==> src/rtl/mdu_ctrl_pkg.sv <==
// mdu_ctrl_pkg: MD funct codes, sequencer state encoding and MD-class decode
package mdu_ctrl_pkg;
  localparam logic [5:0] MD_MFHI  = 6'b010000;
  localparam logic [5:0] MD_MTHI  = 6'b010001;
  localparam logic [5:0] MD_MFLO  = 6'b010010;
  localparam logic [5:0] MD_MTLO  = 6'b010011;
  localparam logic [5:0] MD_MULT  = 6'b011000;
  localparam logic [5:0] MD_MULTU = 6'b011001;
  localparam logic [5:0] MD_DIV   = 6'b011010;
  localparam logic [5:0] MD_DIVU  = 6'b011011;
  typedef enum logic [1:0] {MDU_IDLE = 2'd0, MDU_MUL = 2'd1, MDU_DIV = 2'd2, MDU_FIX = 2'd3} mdu_state_e;
  function automatic logic is_md(input logic [5:0] f);
    return f inside {MD_MFHI, MD_MTHI, MD_MFLO, MD_MTLO, MD_MULT, MD_MULTU, MD_DIV, MD_DIVU};
  endfunction
endpackage

==> src/rtl/mdu_div_step.sv <==
// mdu_div_step: one combinational restoring-division step
module mdu_div_step #(
  parameter int W = 32
) (
  input  logic [W-1:0] rem_i,
  input  logic         dbit,
  input  logic [W-1:0] divisor,
  output logic [W-1:0] rem_o,
  output logic         q_bit
);
  logic [W:0] sh, diff;
  always_comb begin
    sh    = {rem_i, dbit};
    diff  = sh - {1'b0, divisor};
    q_bit = ~diff[W];
    rem_o = q_bit ? diff[W-1:0] : sh[W-1:0];
  end
endmodule

==> src/rtl/mdu_ctrl.sv <==
// mdu_ctrl: multi-cycle mult/div sequencer with HI/LO registers and pipeline stall
module mdu_ctrl
  import mdu_ctrl_pkg::*;
#(
  parameter int DATA_W = 32
) (
  input  logic              clk,
  input  logic              rst,
  input  logic              valid_i,
  input  logic [5:0]        funct_i,
  input  logic [DATA_W-1:0] rs_data_i,
  input  logic [DATA_W-1:0] rt_data_i,
  input  logic              flush_i,
  output logic              busy_o,
  output logic              stall_o,
  output logic [DATA_W-1:0] rdata_o,
  output logic [DATA_W-1:0] hi_o,
  output logic [DATA_W-1:0] lo_o
);
  localparam int CW = $clog2(DATA_W);
  mdu_state_e state, state_d;
  logic [CW-1:0] count;
  logic [DATA_W-1:0] acc_hi, acc_lo, opb, raw_a;
  logic div_op, neg_res, neg_rem;
  logic start, is_div_f, sgn, a_neg, b_neg, last, q_bit;
  logic [DATA_W-1:0] abs_a, abs_b, rem_o, q_res, r_res, fix_hi, fix_lo;
  logic [2*DATA_W-1:0] prod;
  logic [DATA_W:0] sum;
  mdu_div_step #(.W(DATA_W)) u_step (
    .rem_i(acc_hi), .dbit(acc_lo[DATA_W-1]), .divisor(opb), .rem_o(rem_o), .q_bit(q_bit)
  );
  always_comb begin
    busy_o   = state != MDU_IDLE;
    stall_o  = valid_i & busy_o & is_md(funct_i);
    rdata_o  = funct_i == MD_MFHI ? hi_o : lo_o;
    start    = valid_i & ~flush_i & ~busy_o & (funct_i inside {MD_MULT, MD_MULTU, MD_DIV, MD_DIVU});
    is_div_f = funct_i == MD_DIV || funct_i == MD_DIVU;
    sgn      = funct_i == MD_MULT || funct_i == MD_DIV;
    a_neg    = sgn & rs_data_i[DATA_W-1];
    b_neg    = sgn & rt_data_i[DATA_W-1];
    abs_a    = a_neg ? -rs_data_i : rs_data_i;
    abs_b    = b_neg ? -rt_data_i : rt_data_i;
    last     = count == CW'(DATA_W-1);
    state_d  = flush_i ? MDU_IDLE :
               state == MDU_IDLE ? (start ? (is_div_f ? MDU_DIV : MDU_MUL) : MDU_IDLE) :
               state == MDU_FIX ? MDU_IDLE : last ? MDU_FIX : state;
    sum      = {1'b0, acc_hi} + (acc_lo[0] ? {1'b0, opb} : '0);
    prod     = neg_res ? -{acc_hi, acc_lo} : {acc_hi, acc_lo};
    q_res    = neg_res ? -acc_lo : acc_lo;
    r_res    = neg_rem ? -acc_hi : acc_hi;
    // a zero divisor reports all-ones quotient and the untouched dividend
    fix_hi   = div_op ? (opb == '0 ? raw_a : r_res) : prod[2*DATA_W-1:DATA_W];
    fix_lo   = div_op ? (opb == '0 ? '1 : q_res) : prod[DATA_W-1:0];
  end
  always_ff @(posedge clk) begin
    if (rst) begin
      state   <= MDU_IDLE;
      count   <= '0;
      hi_o    <= '0;
      lo_o    <= '0;
      acc_hi  <= '0;
      acc_lo  <= '0;
      opb     <= '0;
      raw_a   <= '0;
      div_op  <= 1'b0;
      neg_res <= 1'b0;
      neg_rem <= 1'b0;
    end else begin
      state <= state_d;
      if (flush_i) count <= '0;
      else if (start) begin
        acc_hi  <= '0;
        acc_lo  <= abs_a;
        opb     <= abs_b;
        raw_a   <= rs_data_i;
        div_op  <= is_div_f;
        neg_res <= a_neg ^ b_neg;
        neg_rem <= a_neg;
        count   <= '0;
      end else if (state == MDU_MUL) begin
        {acc_hi, acc_lo} <= {sum, acc_lo[DATA_W-1:1]};
        count <= count + CW'(1);
      end else if (state == MDU_DIV) begin
        acc_hi <= rem_o;
        acc_lo <= {acc_lo[DATA_W-2:0], q_bit};
        count  <= count + CW'(1);
      end else if (state == MDU_FIX) begin
        hi_o <= fix_hi;
        lo_o <= fix_lo;
      end else if (valid_i && funct_i == MD_MTHI) hi_o <= rs_data_i;
      else if (valid_i && funct_i == MD_MTLO) lo_o <= rs_data_i;
    end
  end
endmodule
==> config.mk <==
export PLATFORM = sky130hd
export DESIGN_NAME = mdu_ctrl
export DESIGN_NICKNAME = d
export VERILOG_FILES = /design/src/rtl/mdu_ctrl_pkg.sv /design/src/rtl/mdu_div_step.sv /design/src/rtl/mdu_ctrl.sv
export SDC_FILE = /design/constraint.sdc
export NUM_CORES = 1
export LEC_CHECK = 0
export CAP_MARGIN = 0
export CORE_ASPECT_RATIO = 0.7
export CORE_MARGIN = 3
export CORE_UTILIZATION = 45
export DETAILED_ROUTE_END_ITERATION = 7
export PLACE_DENSITY = 0.68
export SYNTH_ARGS = -nofsm -noshare
export SYNTH_HDL_FRONTEND = slang
export SYNTH_SLANG_ARGS = --single-unit
export TNS_END_PERCENT = 100
==> constraint.sdc <==
create_clock -name clk -period 3.82 [get_ports clk]
set_clock_uncertainty 0.05 [all_clocks]
set_input_delay 0.573 -clock clk [delete_from_list [all_inputs] [get_ports clk]]
set_output_delay 0.573 -clock clk [all_outputs]
set_load 0.005 [all_outputs]
# [Yosys cells after proc, flatten, opt, wreduce, memory -nomap -nowiden]
# Index checks and enable logic that the tools add are counted.
[totals] regBits=202 in_bits=74 output_inout_bits=98 elab_cells=96
[classes] addsub=8 eq_ne=13 n_mux=30 n_bitwise=14 reduce_logical=20
[op_table] operator="$mux 32" count=22
[op_table] operator="$neg 32->32" count=4
[op_table] operator="$mux 64" count=1
[op_table] operator="$neg 64->64" count=1
[op_table] operator="$eq 6x5->1 const B" count=8
[op_table] operator="$add 32x32->33" count=1
[op_table] operator="$sub 33x32->33" count=1
[op_table] operator="$logic_not 32->1" count=1
[op_table] operator="$mux 2" count=5
[op_table] operator="$mux 5" count=2
[op_table] operator="$reduce_bool 2->1" count=4
[op_table] operator="$reduce_bool 8->1" count=1
[op_table] operator="$and 1x1->1" count=7
[op_table] operator="$not 1->1" count=6
[op_table] operator="$reduce_and 6->1" count=1
[op_table] operator="$reduce_bool 3->1" count=2
[op_table] operator="$add 5x1->5 const B" count=1
[op_table] operator="$eq 5x5->1 const B" count=1
[op_table] operator="$reduce_and 5->1" count=1
[op_table] operator="$eq 2x2->1 const B" count=2
[op_table] operator="$reduce_and 2->1" count=2
[op_table] operator="$reduce_bool 4->1" count=1
[op_table] operator="$reduce_or 3->1" count=1
[op_table] operator="$eq 2x1->1 const B" count=1
[op_table] operator="6 further kinds" count=8

# [Longest topological paths before layout]
# Gate-level depths: netlist of run 1.
[logic_depth] word_depth=6 ltp_mapped=15 depth_no_buf=13

# [Modules after synthesis]
# Synthesis of run 1 repeated with hierarchy kept, for this count alone.
[hier_totals] hier_cells=2278 area_unflattened_um2=17266.6
[by_module_without_submodules] module="mdu_ctrl" n_inst=1 cells_per_inst=1973 area_per_inst_um2=14908.0 seq_area_each_um2=4043.9
[by_module_without_submodules] module="mdu_div_step" n_inst=1 cells_per_inst=305 area_per_inst_um2=2358.5 seq_area_each_um2=0.0

# [Least setup slack after synthesis of run 1]
# No wires, ideal clock.
[synth_path] path_type="flip-flop to flip-flop" startpoint="register acc_lo[0]" endpoint="register acc_hi[31]" setup_ps=96 t_arrival_ps=3433 t_required_ps=3674 setup_slack_ps=241 stages_incl_launch_ff=15 path_buffers=1 path_cell_list="dfxtp_1 clkbuf_1 and2_1 ha_1 inv_1 fa_1 nor2b_1 o31a_1 o22ai_1 o21a_1 o31a_1 o31ai_1 a31oi_1 or4_1 a221oi_1"
[synth_between] elab_chain_len=4
[synth_rtl] item="start: declaration" line="mdu_ctrl.sv:23" text="logic [DATA_W-1:0] acc_hi, acc_lo, opb, raw_a;"
[synth_rtl] item="start signal: assignment" line="mdu_ctrl.sv:73" text="acc_lo <= abs_a;"
[synth_rtl] item="start signal: assignment" line="mdu_ctrl.sv:81" text="{acc_hi, acc_lo} <= {sum, acc_lo[DATA_W-1:1]};"
[synth_rtl] item="start signal: assignment" line="mdu_ctrl.sv:85" text="acc_lo <= {acc_lo[DATA_W-2:0], q_bit};"
[synth_rtl] item="$mux 32" line="mdu_ctrl.sv:47" text="sum = {1'b0, acc_hi} + (acc_lo[0] ? {1'b0, opb} : '0);"
[synth_rtl] item="$add 32x32->33" line="mdu_ctrl.sv:47"
[synth_rtl] item="$mux 32" line="mdu_ctrl.sv:80" text="end else if (state == MDU_MUL) begin"
[synth_rtl] item="$mux 32" line="mdu_ctrl.sv:71" text="else if (start) begin"
[synth_rtl] item="end signal: assignment" line="mdu_ctrl.sv:81"
[synth_rtl] item="end signal: assignment" line="mdu_ctrl.sv:84" text="acc_hi <= rem_o;"
[synth_rtl] item="end: declaration" line="mdu_ctrl.sv:23"
# No other way between the ends.
# A chain may end at the register's enable or synchronous reset.

# [Worst setup path in the final report of run 1]
[layout_path] startpoint="register opb[0]" endpoint="register acc_hi[31]"
[layout_between] elab_chain_len=5
[layout_rtl] item="start: declaration" line="mdu_ctrl.sv:23"
[layout_rtl] item="start signal: assignment" line="mdu_ctrl.sv:74" text="opb <= abs_b;"
[layout_rtl] item="$sub 33x32->33" line="mdu_div_step.sv:14" text="diff = sh - {1'b0, divisor};"
[layout_rtl] item="$mux 32" line="mdu_div_step.sv:16" text="rem_o = q_bit ? diff[W-1:0] : sh[W-1:0];"
[layout_rtl] item="$mux 32" line="mdu_ctrl.sv:83" text="end else if (state == MDU_DIV) begin"
[layout_rtl] item="$mux 32 *" line="mdu_ctrl.sv:80"
[layout_rtl] item="$mux 32 *" line="mdu_ctrl.sv:71"
# Mark *: on every way between the ends. The rest lies on a longest branch, timed or not. The select of a mux whose other input is x is not followed.

==> summary.md, run 1 <==
| Metric | Value |
|---|---|
| Internal power | `3780 uW` |
| RSZ-0062 raised after global routing | `true` |
| Clock Sink Count | `202` |
| FF/Latch Area | `approximately 0.0040 mm2` |
| Final WL | `roughly 62 mm` |
| Die extent in y | `167 um` |
| Static Leak | `0.00749 uW` |
| Main synth FF type | `dfxtp_1` |
| Worst-Margin Slew | `1050 ps` |
| CP required | `4210 ps` |
| RePlAce Congestion | `0.950` |
| Post-Syn Nets | `approximately 2.4k` |
| Initial antenna violation count | `1` |
| Critical path buffers and inverters | `1` |
| Slew margin rel. | `29.7%` |
| CTS Buffer Depth | `3` |
| CTS HTree Levels | `1` |
| Worst Path Arrival | `4080 ps` |
| I/O pin count | `172` |
| Clock Latency Late Sink | `540 ps` |
| Worst Hold Launch | `rst` |
| Layout area overhead | `19.6%` |
| Hold Crit Endpoint | `acc_lo[22]$_SDFFE_PP0P_` |
| Vias per cell | `6.22` |
| Netlist cell types | `80` |
| Power, Total | `5250 uW` |
| I/O Buffers | `between 150 and 200` |
| Peak supply drop | `0.235 mV` |
| Synth Instances | `between 2k and 2.5k` |
| Iteration-0 DRC count of the detailed router | `2274` |
| Fill cells | `3434` |
| Vias in the first global route | `16.3k` |
| Capturing point of the worst reg2reg path | `acc_hi[31]$_SDFFE_PP0P_` |
| R2R cell count | `13` |
| Inst Count DP | `2832` |
| Detailed-route DRC error count | `0` |
| Sequential area share after synthesis | `between 20% and 30%` |
| Setup TNS Final | `0 ps` |
| Setup violators final | `0` |
| Row Count | `58` |
| Power Density | `263 mW/mm2` |
| Final period demand of the worst path | `between 3000 and 4000 ps` |
| Area of the multi-input gates | `0.0117 mm2` |
| Max Cap Violations | `0` |
| Die width | `236 um` |
| Part of the power in combinational logic | `15.4%` |
| Avg Inst Size Synth | `7.39 um2` |
| Critical Path Slowest Stage Cell | `or4_1` |
| CTS Buf Count | `22` |
| R2r setup slk | `130 ps` |
| Final period util | `96.5%` |
| Crit end category | `flop` |
| Nets | `roughly 2.5k` |
| Placeable Area | `0.0362 mm2` |
| WHS Path Cells | `2` |
| Synthesized flop and latch total | `between 200 and 250` |
| Clock slew seen by the registers of the worst setup and hold paths | `about 70 ps` |
| Worst reg2reg path startpoint | `opb[0]$_SDFFE_PP0P_` |
| Cell Area, Synth | `around 0.017 mm2` |
| Clk pwr share | `44.2%` |
| Fmax | `0.271 GHz` |
| Die area | `0.0395 mm2` |
| Final Max Tran Viols | `0` |
| Ys async rst share | `0%` |
| Post-route insts no fill | `2872` |
| Crit path cell chain | `and2_1 -> ha_1 -> inv_1 -> fa_1 -> nor2b_2 -> o31a_1 -> o22ai_1 -> o21a_1 -> o31a_1 -> o31ai_2 -> a31oi_1 -> or4_1 -> a221oi_2` |
| P_sw | `1480 uW` |
| Post-layout util | `55.1%` |
| Peak fanout along the critical path | `4` |
| Post-DP HPWL | `46.3 mm` |
| Setup CP Type | `flop to flop` |
| Proportion of layout cells with a drive suffix above 1 | `9.28%` |
| Crit path max-delay family | `compound AO/OA/AOI/OAI gates` |
| Most frequent CP cell | `o31a_1` |
| Largest net degree at the start of global routing | `between 100 and 150` |
| GRT Overall Usage | `29.8%` |
| Number of synthesized flops with an enable pin | `0` |
| Share of power burned in registers | `40.4%` |
| Status | `finished, final reports clean` |
| CTS Root Cell | `clkbuf_16` |
| Critical Path Source Type | `flop` |
| Hold Path Class | `input pin to flop` |
| First-pass GRT wire length | `95.5 mm` |
| Sw frac | `28.1%` |
| DRT Pass-1 Iters | `6` |
| Warnings, synthesis | `0` |
| Grt total ovfl | `0` |
| WL/cell | `21.5 um` |
| Vias | `17.9k` |
| ANT nets after route | `0` |
| CTS tree | `yes` |
| Critical Path Max Stage Delay | `510 ps` |
| Hold Vio Cnt, Final | `0` |
| ANT cells | `0` |
| Starting Density | `46.1%` |
==> stage by stage <==
| stage | hold slack (ps) | instance area [um2] | worst slack (ps) |
|---|---|---|---|
| final | 367 | 20000 | 134 |
| after global routing | 373 | 20000 | -16.2 |
| after CTS | 348 | 19900 | 97.0 |
| after detailed placement | 396 | 19200 | 149 |
| after global placement | 392 | 19200 | 219 |
| after floorplan | 383 | 16700 | 241 |
==> kinds of logic after synthesis <==
kind of cell,Yosys count,share of synthesized area [%]
multiplexers,96,6.01
adder cells (fa/ha/maj),76,5.79
flip-flops,202,24.2
AND/OR/NAND/NOR,735,20.4
AO/OA/AOI/OAI,703,27.3
buffers and inverters,249,5.92
XOR/XNOR,196,10.3
==> state kept, by name, summed over array words and instances, names as in the netlist <==
register / cells
acc_hi: 32
acc_lo: 32
count: 5
div_op: 1
hi_o: 32
lo_o: 32
neg_rem: 1
neg_res: 1
opb: 32
raw_a: 32
state: 2
==> cell usage after synthesis (27+ instances only) <==
library cell / n / share of area [%]
o221ai_1: 49 / 2.6
mux2i_1: 62 / 3.7
nor2_1: 193 / 4.3
nand2_1: 295 / 6.6
o211ai_1: 51 / 2.3
a211oi_1: 53 / 2.4
a21o_1: 27 / 1.2
mux2_2: 34 / 2.3
a21oi_1: 224 / 6.7
dfxtp_1: 202 / 24
inv_1: 65 / 1.5
o31ai_1: 36 / 1.6
o21ai_0: 140 / 4.2
nor3_1: 38 / 1.1
xnor2_1: 119 / 6.2
clkbuf_1: 157 / 3.5
xor2_1: 77 / 4.0
ha_1: 74 / 5.5
==> routing by layer <==
metal  vias to the layer above  part of all wire [%]  wire, um  GRT usage (%)
met3                        75                    11      6980           7.69
met4                         0                   1.7      1080           5.41
li1                       8409                     -         -              -
met1                      8463                    47     29000           45.6
met2                       906                    40     24900           41.9
met5                         -                     0         0              0
==> cell usage in the layout (no fill, tap or decap), drive strengths merged, types with 49 or more instances in the layout <==
cell             n
ha              74
buf            107
a211oi          53
nand2          295
o221ai          49
o21ai          140
a21oi          224
mux2i           62
xnor2          119
o211ai          51
dfxtp          202
clkdlybuf4s50  170
inv             66
xor2            77
nor2           193
==> power groups by stage <==
stage	Clock (uW)	Combinational [uW]	Sequential, uW
finish	2320	810	2120
global route	2410	867	2120
CTS	2340	790	2120
detailed placement	0	785	2170
global placement	0	778	2170
floorplan	0	473	2170
==> what timing repair did <==
item                       4_1_cts  5_1_grt
setup buffers                    0        0
setup endpoints to repair        0        2
hold buffers                     0        0
resized for setup                0        4
==> layout make-up <==
type	count	area share (%)
multi-input cells	1806	58.7
well taps	480	3.01
inverters	67	1.26
repair buffers	277	12.9
clock inverters	9	0.552
clock buffers	31	3.28
flip-flops and latches	202	20.3
==> how the worst max path moves through the flow <==
stage,start,end,depth (start not counted)
floorplan,acc_lo[0]$_SDFFE_PP0P_,acc_hi[31]$_SDFFE_PP0P_,14
global placement,opb[0]$_SDFFE_PP0P_,acc_hi[31]$_SDFFE_PP0P_,13
detailed placement,opb[0]$_SDFFE_PP0P_,acc_hi[31]$_SDFFE_PP0P_,13
CTS,opb[0]$_SDFFE_PP0P_,acc_hi[31]$_SDFFE_PP0P_,13
global route,opb[0]$_SDFFE_PP0P_,acc_hi[31]$_SDFFE_PP0P_,13
finish,opb[0]$_SDFFE_PP0P_,acc_hi[31]$_SDFFE_PP0P_,13
(Power assumes the default switching activity.)
==> inputs of run 2 (changes only) <==
- HOLD_SLACK_MARGIN: unset -> 0.08
- SYNTH_HIERARCHICAL: unset -> 1
==> run 2 against run 1 <==
Final cell count up 2.9%. Critical path type unchanged. Highest routed layer is now met5. Worst setup slack worse by 47 ps. Via count up 7.6%. Final area up 5.0%. Wire length up 16%. Largest cell class unchanged.
==> summary.md, run 2 <==
| Metric | Value |
|---|---|
| Clock Sink Count | `202 (unchanged)` |
| Number of synthesized flops with an enable pin | `0 (unchanged)` |
| Setup violators final | `0 (unchanged)` |
| CTS Buffer Depth | `3 (unchanged)` |
| Starting Density | `46.0% (was 46.1%)` |
| Commonest non-fill, non-tap cells in the layout | `nand2_1, dfxtp_1, a21oi_1 (was nand2_1, a21oi_1, dfxtp_1)` |
| Status | `finished, final reports clean (unchanged)` |
| Ys async rst share | `0% (unchanged)` |
| Placement Cell Area | `0.0200 mm2 (was 0.0192 mm2)` |
| Die extent in y | `170 um (was 167 um)` |
| CTS HTree Levels | `1 (unchanged)` |
| Peak fanout along the critical path | `8 (was 4)` |
| Clock slew seen by the registers of the worst setup and hold paths | `70 ps (about the same)` |
| Post-Syn Nets | `2428 (was 2407)` |
| Power Density | `268 mW/mm2 (was 263 mW/mm2)` |
| Post-synth top area share | `23.4% (was 24.2%)` |
| Worst-Margin Slew | `966 ps (was 1050 ps)` |
| Clock Latency Late Sink | `570 ps (was 540 ps)` |
| WL/cell | `24.2 um (was 21.5 um)` |
| Pre-CTS setup slack | `-31.6 ps (was 149 ps)` |
| Slew margin rel. | `35.6% (was 29.7%)` |
| Main synth FF type | `dfxtp_1 (unchanged)` |
| CTS Hold Bufs | `0 (unchanged)` |
| Detailed-route DRC error count | `0 (unchanged)` |
| Post-DP HPWL | `53.5 mm (was 46.3 mm)` |
| CTS Root Cell | `clkbuf_16 (unchanged)` |
| Placeable Area | `0.0375 mm2 (was 0.0362 mm2)` |
| Iteration-0 DRC count of the detailed router | `2523 (was 2274)` |
| Commonest non-fill, non-tap cell in the layout | `nand2_1 (unchanged)` |
| Final setup margin | `87.4 ps (was 134 ps)` |
| Hold Path Class | `input pin to flop (unchanged)` |
| Most area-hungry cell type in the Yosys netlist | `dfxtp_1 (unchanged)` |
| Avg Inst Size Synth | `7.58 um2 (was 7.39 um2)` |
| WHS | `217 ps (was 367 ps)` |
| DRT Pass-1 Iters | `7 (was 6)` |
| Vias | `19.2k (was 17.9k)` |
| RePlAce Congestion | `1.03 (was 0.950)` |
| Fill cells | `3491 (was 3434)` |
| GRT Overall Usage | `33.5% (was 29.8%)` |
| Synthesized flop and latch total | `202 (unchanged)` |
| Cell Area, Synth | `0.0173 mm2 (was 0.0167 mm2)` |
| Final WL | `71.5 mm (was 61.9 mm)` |
| Warnings, synthesis | `6 (was 0)` |
| Largest net degree at the start of global routing | `119 (was 148)` |
| Post-route insts no fill | `2954 (was 2872)` |
| Leading cell types by count after synthesis | `nand2_1, dfxtp_1, a21oi_1 (was nand2_1, a21oi_1, dfxtp_1)` |
| I/O Buffers | `171 (unchanged)` |
| Setup CP Type | `flop to flop (unchanged)` |
| Synth Instances | `2278 (was 2257)` |
| Worst Path Arrival | `4120 ps (was 4080 ps)` |
| Vias in the first global route | `17.6k (was 16.3k)` |
| I/O pin count | `172 (unchanged)` |
| Synth top area cells | `dfxtp_1, a21oi_1, nand2_1 (unchanged)` |
| CTS Buf Count | `24 (was 22)` |
| Dominant cell by count in the synthesized netlist | `nand2_1 (unchanged)` |
| Layout area overhead | `21.4% (was 19.6%)` |
| Peak supply drop | `0.283 mV (was 0.235 mV)` |
| Netlist cell types | `100 (was 80)` |
| Grt total ovfl | `0 (unchanged)` |
| Hold Vio Cnt, Final | `0 (unchanged)` |
| Proportion of layout cells with a drive suffix above 1 | `12.8% (was 9.28%)` |
| Static Leak | `0.00803 uW (was 0.00749 uW)` |
| Final period util | `97.7% (was 96.5%)` |
| CTS tree | `yes (unchanged)` |
| Final Max Tran Viols | `0 (unchanged)` |
| CP required | `4210 ps (about the same)` |
| Die area | `0.0408 mm2 (was 0.0395 mm2)` |
| Vias per cell | `6.50 (was 6.22)` |
| Setup TNS Final | `0 ps (unchanged)` |
| Fin area | `0.0210 mm2 (was 0.0200 mm2)` |
| Crit end category | `flop (unchanged)` |
| First-pass GRT wire length | `107 mm (was 95.5 mm)` |
| ANT nets after route | `0 (unchanged)` |
| Fmax | `0.268 GHz (was 0.271 GHz)` |
| Initial antenna violation count | `3 (was 1)` |
| Max Cap Violations | `0 (unchanged)` |
| Die width | `240 um (was 236 um)` |
| Critical Path Source Type | `flop (unchanged)` |
| Row Count | `59 (was 58)` |
| Inst Count DP | `2902 (was 2832)` |
| Sequential area share after synthesis | `23.4% (was 24.2%)` |
| Nets | `2599 (was 2526)` |
| Final period demand of the worst path | `3730 ps (was 3690 ps)` |
run 2: changes by cell type after synthesis, moves of 16 or more:
cell      delta
a21oi_1     -26
a221oi_1    +18
and2_1      +26
mux2_4      +19
mux2i_1     -16
nand2_1     -39
nand3_1     +24
nor2_1      -19
nor3_1      +29
o211ai_1    -19
o21ai_0     -34
o221ai_1    -20
xnor2_1     -18
run 2: report_power, final:
group	total (uW)	switching (uW)	internal, uW
registers	2130	12.6	2120
clock network	2560	1080	1480
logic	927	513	414
total	5620	1600	4010
run 2: what timing repair did:
| item | CTS | global route |
|---|---|---|
| setup endpoints to repair | 14 | 22 |
| resized for setup | 2 | 17 |
| setup buffers | 0 | 8 |
| pin swaps | 1 | 7 |
| cloned | 0 | 1 |
run 2: worst paths after layout:
check                             to  slack (ps)                  start  cells past startpoint
max          acc_hi[24]$_SDFFE_PP0P_          90   opb[13]$_SDFFE_PP0P_                     16
min           acc_hi[0]$_SDFFE_PP0P_         220                    rst                      2
max reg2reg  acc_hi[24]$_SDFFE_PP0P_          90   opb[13]$_SDFFE_PP0P_                     16
min reg2reg    raw_a[6]$_SDFFE_PP0P_         410  raw_a[6]$_SDFFE_PP0P_                      2
run 2: routing by layer:
metal  vias to the layer above  wire, um  GRT usage, %
li1                       8774         -             -
met1                      9238     32000          49.0
met2                      1076     27800          45.1
met3                       119     10000          14.0
met4                         6      1500          7.13
met5                         -       181          2.91
run 2: through the flow:
stage          power, uW  utilization, %
6_report            5620            55.9
5_1_grt             5730            55.9
4_1_cts             5530            55.5
3_5_place_dp        3000            53.2
3_3_place_gp        3000            53.2
2_1_floorplan       2710               -
run 2: cell type report:
class                      count  area [um2]  area share, %
clock inverter                14         196          0.937
multi-input combinational   1830       12300           58.6
timing repair inverter         1        8.76         0.0418
sequential                   202        4050           19.3
inverter                      66         260           1.24
antenna                        1        2.50         0.0119
clock buffer                  28         646           3.08
timing repair buffer         324        2900           13.8
tap                          488         611           2.91
run 2: critical path, stage by stage (launching register included):
cell and delay, ps:
dfxtp_1 420, inv_1 70, ha_1 350, and4_1 280, and3_1 270, a221o_1 330, a21oi_2 150, a211oi_2 100
nor2_4 140, mux2i_4 250, and2_4 260, clkinv_8 120, buf_4 180, mux2_4 290, a22oi_1 150, or2_2 130
o31ai_1 60
run 2: cell families after synthesis:
kind of cell	Yosys count	share of synthesized area [%]
AOI/OAI and AO/OA	695	27.1
xor gates and xnor gates	170	8.62
adders and majority gates	76	5.59
buffers and inverters	246	6.06
DFF	202	23.4
muxes	104	6.93
and+or+nand+nor	785	22.2
